==> src/rtl/pipe_hazard_ctrl_if.sv <==
// Decode-stage hazard bundle between the pipeline datapath and the hazard controller.
// master: datapath side (drives decode/execute status, consumes stall/flush/forward controls).
// slave:  controller side.
interface pipe_hazard_ctrl_if #(
    parameter int REG_ADDR_W = 5,
    parameter int CNT_W      = 16
);
    logic                  id_valid;
    logic [REG_ADDR_W-1:0] id_rs1;
    logic [REG_ADDR_W-1:0] id_rs2;
    logic                  id_use_rs1;
    logic                  id_use_rs2;
    logic [REG_ADDR_W-1:0] id_rd;
    logic                  id_regw;
    logic                  id_mem_r;
    logic                  id_jump;
    logic                  ex_branch_taken;

    logic                  stall_f;
    logic                  stall_d;
    logic                  flush_d;
    logic                  flush_e;
    logic                  redirect_en;
    logic [1:0]            fwd_a;
    logic [1:0]            fwd_b;
    logic [CNT_W-1:0]      stall_cnt;
    logic [CNT_W-1:0]      flush_cnt;

    modport master (
        output id_valid, id_rs1, id_rs2, id_use_rs1, id_use_rs2,
               id_rd, id_regw, id_mem_r, id_jump, ex_branch_taken,
        input  stall_f, stall_d, flush_d, flush_e, redirect_en,
               fwd_a, fwd_b, stall_cnt, flush_cnt
    );

    modport slave (
        input  id_valid, id_rs1, id_rs2, id_use_rs1, id_use_rs2,
               id_rd, id_regw, id_mem_r, id_jump, ex_branch_taken,
        output stall_f, stall_d, flush_d, flush_e, redirect_en,
               fwd_a, fwd_b, stall_cnt, flush_cnt
    );
endinterface

==> src/rtl/pipe_hazard_ctrl.sv <==
// Hazard controller: operand forwarding select, load-use stall, branch/jump flush, event counters.
// Latency: stall/flush/forward controls are combinational in the decode cycle; counters update at the edge.
// Backpressure: a load-use hazard holds fetch/decode for one cycle; a taken branch overrides any stall.
module pipe_hazard_ctrl #(
    parameter int REG_ADDR_W = 5,
    parameter int CNT_W      = 16
) (
    input logic             clk,
    input logic             rst,
    pipe_hazard_ctrl_if.slave hz
);

    typedef enum logic [1:0] {
        RUN      = 2'd0,
        LU_STALL = 2'd1,
        FLUSH    = 2'd2
    } state_t;

    typedef struct packed {
        logic                  valid;
        logic [REG_ADDR_W-1:0] rd;
        logic                  regw;
        logic                  mem_r;
    } shadow_t;

    state_t           state_q;
    shadow_t          ex_q;
    shadow_t          mem_q;
    shadow_t          wb_q;
    shadow_t          ex_d;
    logic [CNT_W-1:0] stall_cnt_q;
    logic [CNT_W-1:0] flush_cnt_q;

    logic use_a;
    logic use_b;
    logic ex_a;
    logic ex_b;
    logic mem_a;
    logic mem_b;
    logic wb_a;
    logic wb_b;
    logic load_use;
    logic branch;
    logic lu_stall;
    logic jump_ok;
    logic flush_evt;

    // r0 is hard-wired zero, so a writer of r0 must never be a forwarding source.
    function automatic logic src_match(input shadow_t s, input logic [REG_ADDR_W-1:0] src,
                                       input logic use_src);
        return use_src && s.valid && s.regw && (s.rd != '0) && (s.rd == src);
    endfunction

    function automatic logic [1:0] fwd_sel(input logic e, input logic m, input logic w);
        if (e)      return 2'b01;
        else if (m) return 2'b10;
        else if (w) return 2'b11;
        else        return 2'b00;
    endfunction

    always_comb begin
        use_a     = hz.id_valid && hz.id_use_rs1;
        use_b     = hz.id_valid && hz.id_use_rs2;
        ex_a      = src_match(ex_q,  hz.id_rs1, use_a);
        ex_b      = src_match(ex_q,  hz.id_rs2, use_b);
        mem_a     = src_match(mem_q, hz.id_rs1, use_a);
        mem_b     = src_match(mem_q, hz.id_rs2, use_b);
        wb_a      = src_match(wb_q,  hz.id_rs1, use_a);
        wb_b      = src_match(wb_q,  hz.id_rs2, use_b);
        load_use  = hz.id_valid && ex_q.mem_r && (ex_a || ex_b);
        branch    = !rst && hz.ex_branch_taken;
        lu_stall  = !rst && (state_q == RUN) && load_use && !branch;
        // A jump blocked by a stall is simply re-evaluated when decode is re-presented.
        jump_ok   = !rst && (state_q != FLUSH) && hz.id_valid && hz.id_jump
                    && !lu_stall && !branch;
        flush_evt = branch || jump_ok;

        ex_d = '0;
        if (!lu_stall && !branch && (state_q != FLUSH)) begin
            ex_d.valid = hz.id_valid;
            ex_d.rd    = hz.id_rd;
            ex_d.regw  = hz.id_regw;
            ex_d.mem_r = hz.id_mem_r;
        end
    end

    assign hz.stall_f     = lu_stall;
    assign hz.stall_d     = lu_stall;
    assign hz.flush_d     = flush_evt;
    assign hz.flush_e     = lu_stall || branch;
    assign hz.redirect_en = !lu_stall;
    assign hz.fwd_a       = rst ? 2'b00 : fwd_sel(ex_a, mem_a, wb_a);
    assign hz.fwd_b       = rst ? 2'b00 : fwd_sel(ex_b, mem_b, wb_b);
    assign hz.stall_cnt   = stall_cnt_q;
    assign hz.flush_cnt   = flush_cnt_q;

    always_ff @(posedge clk) begin
        if (rst) begin
            state_q     <= RUN;
            ex_q        <= '0;
            mem_q       <= '0;
            wb_q        <= '0;
            stall_cnt_q <= '0;
            flush_cnt_q <= '0;
        end else begin
            if (branch)        state_q <= FLUSH;
            else if (lu_stall) state_q <= LU_STALL;
            else               state_q <= RUN;

            wb_q  <= mem_q;
            mem_q <= ex_q;
            ex_q  <= ex_d;

            if (lu_stall && (stall_cnt_q != '1))
                stall_cnt_q <= stall_cnt_q + CNT_W'(1);
            if (flush_evt && (flush_cnt_q != '1))
                flush_cnt_q <= flush_cnt_q + CNT_W'(1);
        end
    end

endmodule

==> src/flat_wrapper.sv <==
// flat-port wrapper written by rule: the top's interface ports become plain ports
module pipe_hazard_ctrl_flat 
#(
    parameter int REG_ADDR_W = 5,
    parameter int CNT_W      = 16
)
  (clk, rst, hz_id_valid, hz_id_rs1, hz_id_rs2, hz_id_use_rs1, hz_id_use_rs2, hz_id_rd, hz_id_regw, hz_id_mem_r, hz_id_jump, hz_ex_branch_taken, hz_stall_f, hz_stall_d, hz_flush_d, hz_flush_e, hz_redirect_en, hz_fwd_a, hz_fwd_b, hz_stall_cnt, hz_flush_cnt);
  pipe_hazard_ctrl_if #(.REG_ADDR_W(REG_ADDR_W), .CNT_W(CNT_W)) hz_i ();
  input logic clk;
  input logic rst;
  input wire logic [$bits(hz_i.id_valid)-1:0] hz_id_valid;
  input wire logic [$bits(hz_i.id_rs1)-1:0] hz_id_rs1;
  input wire logic [$bits(hz_i.id_rs2)-1:0] hz_id_rs2;
  input wire logic [$bits(hz_i.id_use_rs1)-1:0] hz_id_use_rs1;
  input wire logic [$bits(hz_i.id_use_rs2)-1:0] hz_id_use_rs2;
  input wire logic [$bits(hz_i.id_rd)-1:0] hz_id_rd;
  input wire logic [$bits(hz_i.id_regw)-1:0] hz_id_regw;
  input wire logic [$bits(hz_i.id_mem_r)-1:0] hz_id_mem_r;
  input wire logic [$bits(hz_i.id_jump)-1:0] hz_id_jump;
  input wire logic [$bits(hz_i.ex_branch_taken)-1:0] hz_ex_branch_taken;
  output wire logic [$bits(hz_i.stall_f)-1:0] hz_stall_f;
  output wire logic [$bits(hz_i.stall_d)-1:0] hz_stall_d;
  output wire logic [$bits(hz_i.flush_d)-1:0] hz_flush_d;
  output wire logic [$bits(hz_i.flush_e)-1:0] hz_flush_e;
  output wire logic [$bits(hz_i.redirect_en)-1:0] hz_redirect_en;
  output wire logic [$bits(hz_i.fwd_a)-1:0] hz_fwd_a;
  output wire logic [$bits(hz_i.fwd_b)-1:0] hz_fwd_b;
  output wire logic [$bits(hz_i.stall_cnt)-1:0] hz_stall_cnt;
  output wire logic [$bits(hz_i.flush_cnt)-1:0] hz_flush_cnt;
  assign hz_i.id_valid = hz_id_valid;
  assign hz_i.id_rs1 = hz_id_rs1;
  assign hz_i.id_rs2 = hz_id_rs2;
  assign hz_i.id_use_rs1 = hz_id_use_rs1;
  assign hz_i.id_use_rs2 = hz_id_use_rs2;
  assign hz_i.id_rd = hz_id_rd;
  assign hz_i.id_regw = hz_id_regw;
  assign hz_i.id_mem_r = hz_id_mem_r;
  assign hz_i.id_jump = hz_id_jump;
  assign hz_i.ex_branch_taken = hz_ex_branch_taken;
  assign hz_stall_f = hz_i.stall_f;
  assign hz_stall_d = hz_i.stall_d;
  assign hz_flush_d = hz_i.flush_d;
  assign hz_flush_e = hz_i.flush_e;
  assign hz_redirect_en = hz_i.redirect_en;
  assign hz_fwd_a = hz_i.fwd_a;
  assign hz_fwd_b = hz_i.fwd_b;
  assign hz_stall_cnt = hz_i.stall_cnt;
  assign hz_flush_cnt = hz_i.flush_cnt;
  pipe_hazard_ctrl #(.REG_ADDR_W(REG_ADDR_W), .CNT_W(CNT_W)) u_core (.clk(clk), .rst(rst), .hz(hz_i));
endmodule
==> config.mk <==
export PLATFORM = sky130hd
export DESIGN_NAME = pipe_hazard_ctrl_flat
export DESIGN_NICKNAME = d
export VERILOG_FILES = /design/src/rtl/pipe_hazard_ctrl_if.sv /design/src/rtl/pipe_hazard_ctrl.sv /design/src/flat_wrapper.sv
export SDC_FILE = /design/constraint.sdc
export NUM_CORES = 1
export LEC_CHECK = 0
export CAP_MARGIN = 20
export CORE_MARGIN = 1.5
export CORE_UTILIZATION = 45
export CTS_CLUSTER_SIZE = 16
export DETAILED_ROUTE_END_ITERATION = 10
export PLACE_DENSITY = 0.76
export SLEW_MARGIN = 20
export SYNTH_ARGS = -nofsm -noshare
export SYNTH_HDL_FRONTEND = slang
export SYNTH_SLANG_ARGS = --single-unit
==> constraint.sdc <==
create_clock -name clk -period 2 [get_ports clk]
set_clock_uncertainty 0.1 [all_clocks]
set_input_delay 0.2 -clock clk [delete_from_list [all_inputs] [get_ports clk]]
set_output_delay 0.2 -clock clk [all_outputs]
set_load 0.01 [all_outputs]
**After elaboration in Yosys (flattened, before gate mapping)**

Index checks and enable logic that the tools add are counted.

- Flip-flop bits (word level): 56
- Bits of input ports: 24
- Output and inout bits: 41
- Word-level logic and storage cells: 89

- Add/subtract/negate cells: 2
- Equal/unequal tests: 9
- Multiplexer cells: 10
- Bitwise gates (word level): 1
- Reduce and logical (&&, ||, !) cells: 53

Operators by type and width:

| cell | count |
|---|---|
| logical AND 1 bit | 41 |
| adder 16 x 1 -> 16 bit (second input constant) | 2 |
| != test 16 bit (second input constant) | 2 |
| equality test 5 bit | 6 |
| two-way mux 2 bit | 9 |
| nonzero test 5 bit | 3 |
| OR reduction 2 bit | 2 |
| logical NOT 1 bit | 3 |
| logical OR 1 bit | 3 |
| logical NOT 2 bit | 1 |
| != test 2 bit (second input constant) | 1 |
| two-way mux 1 bit | 1 |
| inverter 1 bit | 1 |

**Longest topological paths before layout**

- Depth after elaboration: 14
- Depth in mapped cells: 9

**Least setup slack after synthesis**

Ideal clock, no wire load.

- Kind: reg2reg
- Start point: register u_core.ex_q[4] (netlist bit)
- End point: register u_core.stall_cnt_q[6], in the netlist u_core.hz.stall_cnt[6]
- Arrival: 1782 ps
- Slack: -9 ps
- Cell stages (with the launch flop): 10
- Buffers on the path: 2
- Period minus slack after synthesis: 2009 ps
- Cell sequence: dfxtp_1 -> xnor2_1 -> nand4_1 -> nor3_4 -> o2111ai_2 -> buf_6 -> buf_6 -> nor3_2 -> xnor2_1 -> nor2_1

- Cells in the longest elaborated chain, start to end: 8
- Elaborated cells on any way between the ends: 12
- Those cells by class: eq/ne (2); reduce/logical (10)

RTL lines:

| what | RTL line | RTL |
|---|---|---|
| from (decl) | pipe_hazard_ctrl.sv:27 | `shadow_t ex_q;` |
| from (signal assigned) | pipe_hazard_ctrl.sv:100 | `ex_q <= '0;` |
| from (signal assigned) | pipe_hazard_ctrl.sv:112 | `ex_q <= ex_d;` |
| nonzero test 5 bit | pipe_hazard_ctrl.sv:51 | `return use_src && s.valid && s.regw && (s.rd != '0) && (s.rd == src);` |
| logical AND 1 bit (2 in a row) | pipe_hazard_ctrl.sv:51 |  |
| logical OR 1 bit (*) | pipe_hazard_ctrl.sv:70 | `load_use = hz.id_valid && ex_q.mem_r && (ex_a \|\| ex_b);` |
| logical AND 1 bit (*) | pipe_hazard_ctrl.sv:70 |  |
| logical AND 1 bit (*) (2 in a row) | pipe_hazard_ctrl.sv:72 | `lu_stall = !rst && (state_q == RUN) && load_use && !branch;` |
| logical AND 1 bit (*) | pipe_hazard_ctrl.sv:114 | `if (lu_stall && (stall_cnt_q != '1))` |
| to (signal assigned) | pipe_hazard_ctrl.sv:115 | `stall_cnt_q <= stall_cnt_q + CNT_W'(1);` |
| to (decl) | pipe_hazard_ctrl.sv:31 | `logic [CNT_W-1:0] stall_cnt_q;` |

Mark *: on every way between the ends. The rest lies on a longest branch, timed or not.
A chain may end at the register's enable or synchronous reset.

**Final worst setup path**

- Start point: register u_core.ex_q[3] (netlist bit)
- End point: register u_core.flush_cnt_q[14], in the netlist u_core.hz.flush_cnt[14]

- Cells in the longest elaborated chain, start to end: 12
- Elaborated cells on any way between the ends: 16
- Those cells by class: eq/ne (2); reduce/logical (14)

RTL lines:

| what | RTL line | RTL |
|---|---|---|
| nonzero test 5 bit | pipe_hazard_ctrl.sv:51 |  |
| logical AND 1 bit (2 in a row) | pipe_hazard_ctrl.sv:51 |  |
| logical OR 1 bit (*) | pipe_hazard_ctrl.sv:70 |  |
| logical AND 1 bit (*) | pipe_hazard_ctrl.sv:70 |  |
| logical AND 1 bit (*) (2 in a row) | pipe_hazard_ctrl.sv:72 |  |
| logical NOT 1 bit (*) | pipe_hazard_ctrl.sv:75 | `&& !lu_stall && !branch;` |
| logical AND 1 bit (*) (2 in a row) | pipe_hazard_ctrl.sv:75 |  |
| logical OR 1 bit (*) | pipe_hazard_ctrl.sv:76 | `flush_evt = branch \|\| jump_ok;` |
| logical AND 1 bit (*) | pipe_hazard_ctrl.sv:116 | `if (flush_evt && (flush_cnt_q != '1))` |
| to (signal assigned) | pipe_hazard_ctrl.sv:117 | `flush_cnt_q <= flush_cnt_q + CNT_W'(1);` |
| to (decl) | pipe_hazard_ctrl.sv:32 | `logic [CNT_W-1:0] flush_cnt_q;` |

Marked as above.

==> impl_metrics.csv <==
group,metric,value,unit
global_routing,overflow,0,
critical_path,path_cells,"buf_12 -> xnor2_2 -> nand4_1 -> nor3_2 -> buf_4 -> o2111ai_4 -> buf_6 -> buf_6 -> nand2_8 -> or4_4 -> a21oi_2",
synthesis,syn_area_per_cell,8.95,um^2
synthesis,synth-main-ff-cell,"dfxtp_1",
power_and_ir_drop,swShare,25.5,%
synthesis,synth_fp_nets,337,
layout,drive_above_1_share,30.6,%
critical_path,crit_type,"reg2reg",
routing,drcViolationCount,0,
placed_design,dpl.hpwl,4960,um
routing,drt_iter0_markers,103,
routing,dr_wl_met2,3700,um
sta,rsz0062_at_grt,"yes",
critical_path,r2r-end,"u_core.hz.flush_cnt[14]",
sta,setup-violations-final,48,
power_and_ir_drop,finalPower,2.06,mW
critical_path,cp-startpoint,"u_core.ex_q[3]",
synthesis,synth_warnings,0,
power_and_ir_drop,clkPwrFrac,30.8,%
sta,worst_pin_slew,0.431,ns
power_and_ir_drop,seq_power_share,55.9,%
global_routing,grt_usage,22.4,%
critical_path,critPathCaptureType,"flip-flop",
global_routing,antenna_found_initial,0,
synthesis,synth_top_cell_by_area,"dfxtp_1",
layout,fin_area,4300,um^2
critical_path,r2r_slack,-0.32,ns
critical_path,cp_max_fo,6,
floorplanning,die-area,6670,um^2
synthesis,synth_area_leaders,"dfxtp_1 (40%), xnor2_1 (12%), nor2_1 (4.0%)",
synthesis,ys_seq_elements,56,
synthesis,synthCells,311,
global_routing,grt_pass1_wl,11600,um
routing,finalWirelength,7540,um
synthesis,synth_seq_area_share,40.3,%
routing,wl_met3,413,um
worst_hold_path,hp-class,"in2reg",
status,outcome,"complete, but fails checks",
critical_path,cp.depth,11,
critical_path,cp_num_buf_inv,4,
critical_path,required,2.15,ns
clocking,cts.path.max_buffers,2,
synthesis,synth.most_common_cell,"dfxtp_1",
synthesis,synth_top_cell_area_share,40.3,%
routing,met1_length,3330,um
synthesis,synth_edf_count,0,
clocking,clockRootBuffer,"clkbuf_8",
routing,highest_layer,"met4",
global_routing,grt_max_degree,42,
critical_path,r2r_cells,11,
floorplanning,die_h,81.7,um
synthesis,ys_types,42,
placed_design,routabilityCongestion,0.858,
routing,vias,2656,
sta,hold_violations,0,
power_and_ir_drop,combPwrFrac,13.3,%
clocking,numCtsBuffers,5,
critical_path,crit_family,"simple AND/OR/NAND/NOR gates",
critical_path,crit_path_frequent_cell,"buf_6",
floorplanning,rows,28,
power_and_ir_drop,p_int,1.54,mW
global_routing,grt_pass1_vias,2520,
routing,via_per_inst,5.28,
critical_path,crit_path_end,"u_core.hz.flush_cnt[14]",
placed_design,port_buffers,64,
sta,slew_headroom,71.3,%
power_and_ir_drop,ir_worst_vdd,0.363,mV
critical_path,r2r_start,"u_core.ex_q[3]",
critical_path,slowest_stage,"or4_4",
critical_path,setup.worst_path.start_class,"flip-flop",
clocking,cts.sinks,56,
layout,final_nets,453,
layout,area_growth,54.3,%
power_and_ir_drop,p_sw,0.526,mW
sta,fin_crit,2.32,ns
floorplanning,start_util,46.7,%
flow_run,cap_violations,0,
synthesis,async_reset_ff_share,0,%
synthesis,synth_area,2780,um^2
sta,fmax,430,MHz
floorplanning,core,5960,um^2
sta,drv_slew,0,
status,violations,"setup timing",
clocking,clkTransAtPathRegs,0.10,ns
critical_path,worstPathArrival,2.48,ns
power_and_ir_drop,power_leakage,1.62,nW
layout,diodes,0,
critical_path,max_stage_delay,0.48,ns
routing,wl_per_cell,15.0,um
routing,drtAntennaViolNets,0,
sta,whs,0.165,ns
floorplanning,die_width,81.7,um
clocking,htree_num_levels,2,
synthesis,synthTopCellsByCount,"dfxtp_1 (56), xnor2_1 (39), nor2_1 (30)",
sta,post-route-period-util,116,%
routing,first_pass_iters,4,
sta,fin_ws,-0.323,ns
power_and_ir_drop,p_per_area,480,nW/um^2
floorplanning,io_pins,65,
placed_design,post_dp_cell_area,3750,um^2
clocking,clk_latency,0.31,ns
clocking,cts_tree,"done",
what timing repair did:
item,in CTS,in global routing
pin swaps,12,25
gates cloned,1,0
endpoints found under the setup margin,43,49
gates resized for setup,74,46
hold buffers,0,0
buffers inserted,12,5
sequential cells by signal (all words and copies together) (netlist names):
name / cells
u_core.hz.stall_cnt: 16
u_core.wb_q: 7
u_core.hz.flush_cnt: 16
u_core.state_q: 2
u_core.mem_q: 7
u_core.ex_q: 8
worst min-delay path, delay by kind of cell:
family	cells	cell delay (ns)
AO/OA/AOI/OAI	1	0.03
buffers and inverters	2	0.31
stage by stage:
step	utilization [%]	TNS [ns]	setup slack [ns]	std cells
3_5_place_dp	62.9	-25.60	-0.710	479
6_report	72.1	-9.91	-0.323	503
5_1_grt	72.1	-13.33	-0.385	503
2_1_floorplan	-	-0.000511	-0.000511	311
3_3_place_gp	62.9	-23.55	-0.627	479
4_1_cts	68.1	-9.10	-0.288	500
per-layer routing:
layer  vias to the layer above  track usage [%]
li1                       1309                -
met1                      1263             28.0
met2                        75             38.3
met3                         9             4.89
met4                         0             6.95
met5                         -                0
layout make-up:
cell class                 count  area [um^2]
tap                           75         93.8
clock inverter                 3         22.5
multi-input combinational    239         1870
clock buffer                   5         68.8
sequential                    56         1140
timing repair buffer         120         1090
inverter                       5         18.8
fill                         475         1660
how the worst min path moves through the flow:
stage / start / end / slack [ns] / cells after the start
2_1_floorplan: hz_id_mem_r / u_core.ex_q[0] / 0.22 / 1
3_3_place_gp: u_core.mem_q[1] / u_core.wb_q[1] / 0.36 / 1
3_5_place_dp: u_core.mem_q[1] / u_core.wb_q[1] / 0.37 / 1
4_1_cts: rst / u_core.hz.flush_cnt[6] / 0.16 / 3
5_1_grt: rst / u_core.hz.flush_cnt[6] / 0.17 / 3
6_report: rst / u_core.hz.flush_cnt[6] / 0.16 / 3
kinds of logic (layout without fill, tap and decap cells):
kind of cell | Yosys count | count (layout) | synth area share (%)
and+or+nand+nor | 151 | 151 | 30.6
DFF | 56 | 56 | 40.3
xor gates and xnor gates | 51 | 51 | 16.0
AOI/OAI and AO/OA | 34 | 34 | 8.81
buffers and inverters | 16 | 133 | 3.06
adders and majority gates | 2 | 2 | 0.899
muxes | 1 | 1 | 0.360
power groups by stage:
stage	clock network, mW	logic (mW)	registers (mW)
6_report	0.635	0.274	1.15
5_1_grt	0.702	0.294	1.16
4_1_cts	0.650	0.259	1.15
3_5_place_dp	0	0.239	1.18
3_3_place_gp	0	0.235	1.18
2_1_floorplan	0	0.108	1.18
cell usage in the layout (no fill, tap or decap), types with 6 or more instances in the layout:
cell and count:
xnor2_1 35, a21oi_2 6, nand2_1 14, nand4_1 12, a21oi_1 6, and3_1 13
buf_2 8, nor2_1 30, buf_4 44, dfxtp_1 48, nor3_4 12, nor3_2 7
dfxtp_2 6, and2_1 10, nand3_1 16, nor2b_1 16, clkdlybuf4s50_1 46, buf_6 11
xor2_1 12
Power figures use the tool's default switching activity.
